--- src/rtl/button_scanner_if.sv ---
// rtl/button_scanner_if.sv - button state/event bundle between scanner and consumers
//
// Purpose: groups the debounced button state, press/release pulses, sticky
// press flags, their acknowledge and the scan-commit strobe.
// Ports (signals):
//   buttons   N_BITS  debounced state, 1 = pressed
//   pressed   N_BITS  one-cycle pulse on each 0->1 stable transition
//   released  N_BITS  one-cycle pulse on each 1->0 stable transition
//   press_evt N_BITS  sticky press flags
//   evt_ack   N_BITS  clears matching press_evt bits
//   scan_done 1       one-cycle pulse when a scan commits
// Modports: master = scanner, slave = button consumer.
interface button_scanner_if #(
  parameter int N_BITS = 16
) ();
  logic [N_BITS-1:0] buttons;
  logic [N_BITS-1:0] pressed;
  logic [N_BITS-1:0] released;
  logic [N_BITS-1:0] press_evt;
  logic [N_BITS-1:0] evt_ack;
  logic              scan_done;

  modport master (
    output buttons, pressed, released, press_evt, scan_done,
    input  evt_ack
  );

  modport slave (
    input  buttons, pressed, released, press_evt, scan_done,
    output evt_ack
  );
endinterface

--- src/rtl/button_scanner.sv ---
// rtl/button_scanner.sv - debounced scanner for a parallel-in/serial-out button chain
//
// Purpose: continuously loads and shifts out a 165-style shift-register
// chain, debounces every bit and reports stable state plus events.
// Ports:
//   clk      in   system clock (CLOCK_50)
//   rst_n    in   synchronous active-low reset
//   sr_clk   out  shift clock to the chain (registered)
//   sr_loadn out  parallel-load strobe, active-low (registered)
//   sr_out   in   serial data from the chain, MSB first
//   bus      button_scanner_if.master: buttons/pressed/released/press_evt/
//            evt_ack/scan_done
// Build option: define BUTTON_SCANNER_EVENTS_EN to generate pressed,
// released and press_evt; otherwise they read 0 and evt_ack is ignored.
module button_scanner #(
  parameter int N_BITS         = 16,
  parameter int CLK_DIV        = 25,
  parameter int DEBOUNCE_SCANS = 4,
  parameter int ACTIVE_LOW     = 1
) (
  input  logic                clk,
  input  logic                rst_n,
  output logic                sr_clk,
  output logic                sr_loadn,
  input  logic                sr_out,
  button_scanner_if.master    bus
);

  localparam logic [1:0] ST_LOAD   = 2'd0;
  localparam logic [1:0] ST_SHIFT  = 2'd1;
  localparam logic [1:0] ST_COMMIT = 2'd2;

  localparam int DIV_W = (CLK_DIV > 1) ? $clog2(CLK_DIV) : 1;
  localparam int IDX_W = (N_BITS > 1) ? $clog2(N_BITS) : 1;
  localparam int CNT_W = $clog2(DEBOUNCE_SCANS + 1);

  logic [1:0]        state_q, state_d;
  logic              phase_q, phase_d;   // 0 = first half (loadn low / sr_clk low)
  logic [DIV_W-1:0]  div_q, div_d;
  logic [IDX_W-1:0]  idx_q, idx_d;
  logic              armed_q;
  logic              div_last;
  logic              sample_en;
  logic [N_BITS-1:0] raw_q;
  logic [N_BITS-1:0] sense;
  logic [N_BITS-1:0] buttons_q, buttons_d;
  logic [CNT_W-1:0]  cnt_q [N_BITS];
  logic [CNT_W-1:0]  cnt_d [N_BITS];
  logic              sr_clk_q, sr_loadn_q, scan_done_q;

  assign div_last  = (div_q == DIV_W'(CLK_DIV - 1));
  assign sample_en = armed_q && (state_q == ST_SHIFT) && !phase_q && div_last;

  // armed_q holds the FSM in its LOAD start position for the first edge
  // after reset so the registered strobes line up with cycle 0 of LOAD.
  always_comb begin
    state_d = state_q;
    phase_d = phase_q;
    div_d   = div_q;
    idx_d   = idx_q;
    if (armed_q) begin
      div_d = div_last ? '0 : div_q + DIV_W'(1);
      case (state_q)
        ST_LOAD: begin
          if (div_last) begin
            if (!phase_q) begin
              phase_d = 1'b1;
            end else begin
              state_d = ST_SHIFT;
              phase_d = 1'b0;
              idx_d   = IDX_W'(N_BITS - 1);
            end
          end
        end
        ST_SHIFT: begin
          if (div_last) begin
            if (!phase_q) begin
              phase_d = 1'b1;
            end else if (idx_q == '0) begin
              state_d = ST_COMMIT;
              phase_d = 1'b0;
            end else begin
              idx_d   = idx_q - IDX_W'(1);
              phase_d = 1'b0;
            end
          end
        end
        default: begin
          state_d = ST_LOAD;
          phase_d = 1'b0;
          div_d   = '0;
        end
      endcase
    end
  end

  assign sense = (ACTIVE_LOW != 0) ? ~raw_q : raw_q;

  always_comb begin
    buttons_d = buttons_q;
    for (int i = 0; i < N_BITS; i++) begin
      cnt_d[i] = cnt_q[i];
    end
    if (state_q == ST_COMMIT) begin
      for (int i = 0; i < N_BITS; i++) begin
        if (sense[i] == buttons_q[i]) begin
          cnt_d[i] = '0;
        end else if (cnt_q[i] == CNT_W'(DEBOUNCE_SCANS - 1)) begin
          buttons_d[i] = ~buttons_q[i];
          cnt_d[i]     = '0;
        end else begin
          cnt_d[i] = cnt_q[i] + CNT_W'(1);
        end
      end
    end
  end

  always_ff @(posedge clk) begin
    if (!rst_n) begin
      state_q     <= ST_LOAD;
      phase_q     <= 1'b0;
      div_q       <= '0;
      idx_q       <= '0;
      armed_q     <= 1'b0;
      raw_q       <= '0;
      buttons_q   <= '0;
      sr_clk_q    <= 1'b0;
      sr_loadn_q  <= 1'b1;
      scan_done_q <= 1'b0;
      for (int i = 0; i < N_BITS; i++) begin
        cnt_q[i] <= '0;
      end
    end else begin
      armed_q     <= 1'b1;
      state_q     <= state_d;
      phase_q     <= phase_d;
      div_q       <= div_d;
      idx_q       <= idx_d;
      // strobes are decoded from the next state so they are valid in the
      // same cycle as the state they belong to
      sr_loadn_q  <= !((state_d == ST_LOAD) && !phase_d);
      sr_clk_q    <= (state_d == ST_SHIFT) && phase_d;
      scan_done_q <= (state_d == ST_COMMIT);
      if (sample_en) begin
        raw_q[idx_q] <= sr_out;
      end
      buttons_q <= buttons_d;
      for (int i = 0; i < N_BITS; i++) begin
        cnt_q[i] <= cnt_d[i];
      end
    end
  end

  assign sr_clk        = sr_clk_q;
  assign sr_loadn      = sr_loadn_q;
  assign bus.buttons   = buttons_q;
  assign bus.scan_done = scan_done_q;

`ifdef BUTTON_SCANNER_EVENTS_EN
  logic [N_BITS-1:0] pressed_q, released_q, press_evt_q;

  always_ff @(posedge clk) begin
    if (!rst_n) begin
      pressed_q   <= '0;
      released_q  <= '0;
      press_evt_q <= '0;
    end else begin
      pressed_q   <= (state_q == ST_COMMIT) ? (buttons_d & ~buttons_q) : '0;
      released_q  <= (state_q == ST_COMMIT) ? (~buttons_d & buttons_q) : '0;
      // a new press wins over a simultaneous acknowledge
      press_evt_q <= (press_evt_q & ~bus.evt_ack) | pressed_q;
    end
  end

  assign bus.pressed   = pressed_q;
  assign bus.released  = released_q;
  assign bus.press_evt = press_evt_q;
`else
  logic unused_evt_ack;
  assign unused_evt_ack = ^bus.evt_ack;
  assign bus.pressed    = '0;
  assign bus.released   = '0;
  assign bus.press_evt  = '0;
`endif

endmodule

--- src/flat_wrapper.sv ---
// flat-port wrapper written by rule: the top's interface ports become plain ports
module button_scanner_flat 
#(
  parameter int N_BITS         = 16,
  parameter int CLK_DIV        = 25,
  parameter int DEBOUNCE_SCANS = 4,
  parameter int ACTIVE_LOW     = 1
)
  (clk, rst_n, sr_clk, sr_loadn, sr_out, bus_buttons, bus_pressed, bus_released, bus_press_evt, bus_scan_done, bus_evt_ack);
  button_scanner_if #(.N_BITS(N_BITS)) bus_i ();
  input  logic clk;
  input  logic rst_n;
  output logic sr_clk;
  output logic sr_loadn;
  input  logic sr_out;
  output wire logic [$bits(bus_i.buttons)-1:0] bus_buttons;
  output wire logic [$bits(bus_i.pressed)-1:0] bus_pressed;
  output wire logic [$bits(bus_i.released)-1:0] bus_released;
  output wire logic [$bits(bus_i.press_evt)-1:0] bus_press_evt;
  output wire logic [$bits(bus_i.scan_done)-1:0] bus_scan_done;
  input wire logic [$bits(bus_i.evt_ack)-1:0] bus_evt_ack;
  assign bus_buttons = bus_i.buttons;
  assign bus_pressed = bus_i.pressed;
  assign bus_released = bus_i.released;
  assign bus_press_evt = bus_i.press_evt;
  assign bus_scan_done = bus_i.scan_done;
  assign bus_i.evt_ack = bus_evt_ack;
  button_scanner #(.N_BITS(N_BITS), .CLK_DIV(CLK_DIV), .DEBOUNCE_SCANS(DEBOUNCE_SCANS), .ACTIVE_LOW(ACTIVE_LOW)) u_core (.clk(clk), .rst_n(rst_n), .sr_clk(sr_clk), .sr_loadn(sr_loadn), .sr_out(sr_out), .bus(bus_i));
endmodule
--- config.mk ---
export PLATFORM = sky130hd
export DESIGN_NAME = button_scanner_flat
export DESIGN_NICKNAME = d
export VERILOG_FILES = /design/src/rtl/button_scanner_if.sv /design/src/rtl/button_scanner.sv /design/src/flat_wrapper.sv
export SDC_FILE = /design/constraint.sdc
export NUM_CORES = 1
export LEC_CHECK = 0
export CAP_MARGIN = 40
export CORE_MARGIN = 4
export CORE_UTILIZATION = 45
export DETAILED_ROUTE_END_ITERATION = 8
export GPL_TIMING_DRIVEN = 0
export PLACE_DENSITY = 0.72
export SETUP_SLACK_MARGIN = 0.1
export SKIP_LAST_GASP = 1
export SLEW_MARGIN = 5
export SYNTH_ARGS = -nofsm -noshare
export SYNTH_HDL_FRONTEND = slang
export SYNTH_SLANG_ARGS = --single-unit
--- constraint.sdc ---
create_clock -name clk -period 1.7 [get_ports clk]
set_input_delay 0.34 -clock clk [delete_from_list [all_inputs] [get_ports clk]]
set_output_delay 0.34 -clock clk [all_outputs]
set_load 0.02 [all_outputs]
==> impl_metrics.json, run 1 <==
{
  "dpl.hpwl_um": 7450,
  "path_max_fanout": 7,
  "cts_tree": "done",
  "clk_latency_ps": 380,
  "worst_pin_slew_ps": 567,
  "synth-edff-count": 0,
  "rows": 37,
  "critPathBufInv": 2,
  "p_leak_nw": 2.66,
  "synth_fa_ha_area_frac": 0.0606,
  "die_x_um": 111,
  "fin_util": 0.556,
  "seq_area_frac_synth": 0.405,
  "r2r-start": "u_core.div_q[1]$_SDFFE_PN0P_",
  "maxCapViolations": 0,
  "synth_compound_area_frac": 0.115,
  "peakVddDrop_mv": 0.448,
  "wl_per_cell_um": 14.4,
  "antenna_left": 0,
  "dieArea_um2": 12300,
  "critPathMaxStageDelay_ps": 440,
  "min_period_ps": 1790,
  "grt_pass1_vias": 3730,
  "cpMaxStageDelayCell": "or4b_1",
  "nFillCells": 943,
  "hold_path.class": "reg2reg",
  "cp.depth": 7,
  "routed_wirelength_um": 10800,
  "netlist_area_um2": 4750,
  "relSlewSlack": 0.622,
  "fin_nets": 651,
  "initial_core_util": 0.460,
  "root_buffer": "clkbuf_8",
  "rrSetupSlack_ps": -90,
  "rsz0062_at_grt": "yes",
  "critPathKind": "reg2reg",
  "status": "finished, violations left",
  "cts_buffer_depth": 2,
  "synth-xor-area-share": 0.0350,
  "timing.final.ws_setup_ps": -90.4,
  "drive_gt1_frac": 0.212,
  "htreeDepth": 3,
  "reg2reg_depth": 7,
  "grt_first_pass_wirelength_um": 18000,
  "synthCells": 522,
  "hold_slack_ps": 485,
  "cp_top_family": "simple AND/OR/NAND/NOR gates",
  "gp_congestion": 0.820,
  "finalSetupViolCount": 12,
  "synth_top_family_by_area": "simple AND/OR/NAND/NOR gates",
  "async_flop_share": 0,
  "routed_via_density": 5.01,
  "worst_setup_path_end_kind": "flop",
  "cts_buffers": 9,
  "skew_ps": 13.1,
  "cp_data_required_time_ps": 1960,
  "finalHoldViolCount": 0,
  "pre_cts_slack_ps": -366,
  "syn2layout_area_growth_pct": 20.9,
  "cp_cell_sequence": "inv_2 -> ha_4 -> and4b_1 -> buf_6 -> and4_4 -> a221oi_4 -> or4b_1",
  "path_clk_slew_ps": 110,
  "drc": 0,
  "grtUsageTotal": 0.178,
  "cp.arrival_ps": 2050,
  "antenna_found_initial": 0,
  "drtPass1Iterations": 4,
  "dr_total_vias": 3757,
  "grt_max_degree": 19,
  "cts_sinks": 96,
  "drtIter0Drc": 143,
  "io_pins": 86,
  "yosys_warnings": 0,
  "yosys-mux-area-fraction": 0.0464,
  "port_buffers": 21,
  "violations": "negative setup slack",
  "synth_seq_cells": 96,
  "syn_area_per_cell_um2": 9.10,
  "grt_overflow": 0,
  "synth_ff_type": "dfxtp_1",
  "endpoint": "u_core.sr_loadn$_SDFF_PN1_",
  "diodes": 0,
  "drv_slew": 0,
  "powerDensity_nw_per_um2": 696,
  "cp-start-kind": "flop",
  "r2r-end": "u_core.sr_loadn$_SDFF_PN1_",
  "crit_start": "u_core.div_q[1]$_SDFFE_PN0P_",
  "fin_crit_sh": 1.05,
  "synthDistinctLibCells": 40,
  "coreArea_um2": 10300,
  "chipHeight_um": 111,
  "fmax_mhz": 559,
  "synth-simple-area-share": 0.229
}
## stage by stage
step	setup TNS (ps)	power, W	instances	area (µm²)
after floorplan	-69.4	0.00255	569	4940
after global placement	-20090	0.00259	726	5320
after detailed placement	-23310	0.00259	726	5320
after CTS	-166	0.00400	748	5710
after global routing	-1960	0.00416	750	5740
final	-337	0.00400	750	5740
## registers in the layout, indices dropped and copies added (netlist names), 2 cells and up
register,count
u_core.div_q,5
u_core.raw_q,16
u_core.state_q,2
u_core.cnt_q,48
u_core.bus.buttons,16
u_core.idx_q,4
## Yosys cell counts, types with 2 or more instances
cell	n	area, µm²
buf_2	3	15.0
a21boi_0	16	120
ha_1	23	288
nor2_1	10	37.5
o21a_1	3	22.5
buf_4	49	368
dfxtp_1	96	1920
nor2b_1	27	169
and4b_1	2	20.0
nand2b_1	19	119
or3_1	16	100
nor3b_1	7	52.6
a22oi_1	7	52.6
clkbuf_1	24	90.1
o211a_1	2	20.0
xor2_1	19	166
nand3_1	15	75.1
nor4b_1	11	96.3
inv_1	8	30.0
o21ai_0	45	225
and3_1	16	100
nand4_1	6	37.5
and2_1	11	68.8
a21oi_1	11	55.1
mux2i_1	22	220
nand2_1	40	150
## final cells by class
class                           count  area, µm²  share of cell area
Tap cell                          136        170              0.0296
Inverter                            8       30.0             0.00523
Clock inverter                      7       60.1              0.0105
Sequential cell                    96       1930               0.337
Timing Repair Buffer               29        254              0.0442
Clock buffer                        9        124              0.0216
Buffer                             77        537              0.0935
Multi-Input combinational cell    388       2630               0.458
## power by group
part	switching (W)	leakage, nW	internal (W)	total, W
Combinational	0.000179	1.78	0.000115	0.000294
Sequential	0.00000328	0.777	0.00225	0.00225
Clock	0.000884	0.0969	0.000564	0.00145
## per-layer routing
metal,track usage,share of wire
met1,0.217,0.44
met4,0.0608,0.011
met5,0,0
met3,0.0382,0.055
met2,0.311,0.49
## repair_timing
item | 4_1_cts | 5_1_grt
hold buffers | 0 | 0
setup buffers | 5 | 3
pin swaps | 5 | 1
endpoints found under the setup margin | 104 | 57
cloned | 1 | 0
gates resized for setup | 73 | 18
## worst min path at each step
| stage | startpoint | to | slack [ps] | cells after the start |
|---|---|---|---|---|
| finish | u_core.cnt_q[1][14]$_SDFFE_PN0P_ | u_core.cnt_q[1][14]$_SDFFE_PN0P_ | 480 | 1 |
| global route | u_core.cnt_q[0][11]$_SDFFE_PN0P_ | u_core.cnt_q[0][11]$_SDFFE_PN0P_ | 500 | 1 |
| CTS | u_core.cnt_q[0][11]$_SDFFE_PN0P_ | u_core.cnt_q[0][11]$_SDFFE_PN0P_ | 480 | 1 |
| detailed placement | u_core.cnt_q[1][14]$_SDFFE_PN0P_ | u_core.cnt_q[1][14]$_SDFFE_PN0P_ | 460 | 1 |
| global placement | u_core.cnt_q[0][14]$_SDFFE_PN0P_ | u_core.cnt_q[0][14]$_SDFFE_PN0P_ | 460 | 1 |
| floorplan | rst_n | u_core.armed_q$_DFF_P_ | 370 | 0 |
## kinds of logic after synthesis
logic type | count (synthesis)
AOI/OAI and AO/OA | 89
buffers and inverters | 85
adders and majority gates | 23
muxes | 22
and+or+nand+nor | 187
xor gates and xnor gates | 19
other | 1
DFF | 96
## layout by cell type (no fill, tap or decap), types with 3 or more instances in the layout
| cell type | netlist | routed |
|---|---|---|
| nor4b_1 | 11 | 10 |
| xor2_1 | 19 | 19 |
| buf_4 | 49 | 57 |
| mux2i_1 | 22 | 22 |
| nor2b_1 | 27 | 27 |
| a22oi_1 | 7 | 7 |
| conb_1 | 1 | 48 |
| nor2_1 | 10 | 9 |
| inv_2 | 0 | 4 |
| o21a_1 | 3 | 3 |
| buf_6 | 1 | 5 |
| a21boi_1 | 0 | 3 |
| nor3b_2 | 0 | 6 |
| inv_1 | 8 | 4 |
| nand2_1 | 40 | 40 |
| o21ai_0 | 45 | 45 |
| and3_1 | 16 | 16 |
| clkbuf_2 | 0 | 10 |
| nand3_1 | 15 | 3 |
| or3_1 | 16 | 16 |
| and2_1 | 11 | 11 |
| buf_2 | 3 | 3 |
| dlygate4sd2_1 | 0 | 19 |
| inv_6 | 0 | 4 |
| clkbuf_1 | 24 | 7 |
| clkbuf_8 | 0 | 10 |
| a21oi_1 | 11 | 11 |
| a21boi_0 | 16 | 13 |
| nand2b_1 | 19 | 19 |
| nand4_1 | 6 | 6 |
| nand3_2 | 0 | 11 |
| ha_1 | 23 | 21 |
| dfxtp_1 | 96 | 90 |
| dfxtp_2 | 0 | 4 |
Note: power is estimated with default switching activity, not from simulation.
==> run 2, diff against run 1 <==
--- a/config.mk
+++ b/config.mk
@@ -17,3 +17,4 @@
 export SYNTH_ARGS = -nofsm -noshare
 export SYNTH_HDL_FRONTEND = slang
 export SYNTH_SLANG_ARGS = --single-unit
+export TNS_END_PERCENT = 30
==> impl_metrics.json, run 2 (synthesis gave the netlist of run 1 again) <==
{
  "regMostFlops": "u_core.cnt_q",
  "syn2layout_area_growth_pct": 21.8,
  "cts_sinks": 96,
  "port_buffers": 21,
  "dieArea_um2": 12300,
  "coreArea_um2": 10300,
  "cp_data_required_time_ps": 1960,
  "postPlaceCellArea_um2": 5320,
  "placed_cells": 726,
  "cts_buffer_depth": 2,
  "fmax_mhz": 559,
  "violations": "negative setup slack",
  "maxCapViolations": 0,
  "drv_slew": 0,
  "timing.final.ws_setup_ps": -89.1,
  "cpMaxStageDelayCell": "or4b_1",
  "dpl.hpwl_um": 7450,
  "path_max_fanout": 7,
  "drtIter0Drc": 122,
  "largest_reg_flops": 48,
  "grt_first_pass_wirelength_um": 17800,
  "fin_crit_sh": 1.05,
  "ctsHoldBuffers": 0,
  "antenna_left": 0,
  "cp_cell_sequence": "inv_2 -> ha_4 -> and4b_1 -> buf_6 -> a221o_1 -> or4b_1",
  "cp-start-kind": "flop",
  "powerDensity_nw_per_um2": 692,
  "cts_buffers": 9,
  "design_area_um2": 5790,
  "grt_overflow": 0,
  "hold_path.class": "reg2reg",
  "grt_pass1_vias": 3673,
  "initial_core_util": 0.460,
  "antenna_found_initial": 0,
  "cts_tree": "done",
  "layout_commonest_cell": "dfxtp_1",
  "p_leak_nw": 2.69,
  "critPathMaxStageDelay_ps": 490,
  "grtUsageTotal": 0.176,
  "path_clk_slew_ps": 100,
  "hold_slack_ps": 486,
  "cp.arrival_ps": 2050,
  "gp_congestion": 0.820,
  "status": "finished, violations left",
  "rsz0062_at_grt": "yes",
  "worst_pin_slew_ps": 681,
  "worst_setup_path_end_kind": "flop",
  "root_buffer": "clkbuf_8",
  "clk_latency_ps": 380,
  "drc": 0,
  "chipHeight_um": 111,
  "diodes": 0,
  "peakVddDrop_mv": 0.448,
  "drtPass1Iterations": 5,
  "instances_no_fill": 748,
  "skew_ps": 17.6,
  "die_x_um": 111,
  "final_cell_mix": "dfxtp_1 (90), buf_4 (56), conb_1 (48)",
  "grt_max_degree": 19,
  "htreeDepth": 3,
  "min_period_ps": 1790,
  "routed_wirelength_um": 10900,
  "routed_via_density": 5.07,
  "wl_per_cell_um": 14.5,
  "nFillCells": 938,
  "dr_total_vias": 3791,
  "critPathKind": "reg2reg",
  "finalSetupViolCount": 20,
  "drive_gt1_frac": 0.201,
  "io_pins": 86,
  "fin_nets": 649,
  "rows": 37,
  "relSlewSlack": 0.545,
  "finalHoldViolCount": 0
}
-- run 2: repair_timing --
item                       in CTS  in global routing
buffers inserted                4                  1
gates cloned                    0                  1
setup endpoints to repair     104                109
pin swaps                       3                  1
gates resized for setup        32                 44
-- run 2: layer usage --
layer  vias up  global-route usage  share of wire
met3        11              0.0393          0.049
met4         0              0.0591          0.011
met1      1805               0.216           0.44
met2        95               0.305           0.50
li1       1880                   -              -
met5         -                   0              0
-- run 2: critical path, delay by kind of cell (launching register included) --
kind                       cells  cell delay, ps
adders and majority gates      1             140
buffers and inverters          2             170
and+or+nand+nor                2             690
AOI/OAI and AO/OA              1             310
DFF                            1             370
-- run 2: through the flow --
stage	util	TNS (ps)	worst slack [ps]	power (W)
finish	0.560	-759	-89.1	0.00400
global route	0.560	-2170	-211	0.00416
CTS	0.545	-1350	-99.0	0.00400
detailed placement	0.515	-23310	-366	0.00259
global placement	0.515	-20090	-311	0.00259
floorplan	-	-69.4	-69.4	0.00255
-- run 2: where the power goes --
part | total (W) | switching [W] | internal [W]
Combinational | 0.000296 | 0.000180 | 0.000116
Sequential | 0.00225 | 0.00000329 | 0.00225
Clock | 0.00145 | 0.000889 | 0.000564
-- run 2: area by class of cell --
cell class                      count  area, µm²  area share
Buffer                             77        537      0.0928
Inverter                            8       30.0     0.00519
Clock buffer                        9        124      0.0214
Clock inverter                      7       60.1      0.0104
Timing Repair Buffer               27        290      0.0502
Sequential cell                    96       1930       0.334
Tap cell                          136        170      0.0294
Multi-Input combinational cell    388       2640       0.456
-- run 2: path summary, 6_finish.rpt --
path                                         start                                to  slack [ps]  depth (start not counted)
setup / recovery      u_core.div_q[1]$_SDFFE_PN0P_        u_core.sr_loadn$_SDFF_PN1_         -90                          6
hold / removal    u_core.cnt_q[0][11]$_SDFFE_PN0P_  u_core.cnt_q[0][11]$_SDFFE_PN0P_         490                          1
setup reg to reg      u_core.div_q[1]$_SDFFE_PN0P_        u_core.sr_loadn$_SDFF_PN1_         -90                          6
hold reg to reg   u_core.cnt_q[0][11]$_SDFFE_PN0P_  u_core.cnt_q[0][11]$_SDFFE_PN0P_         490                          1
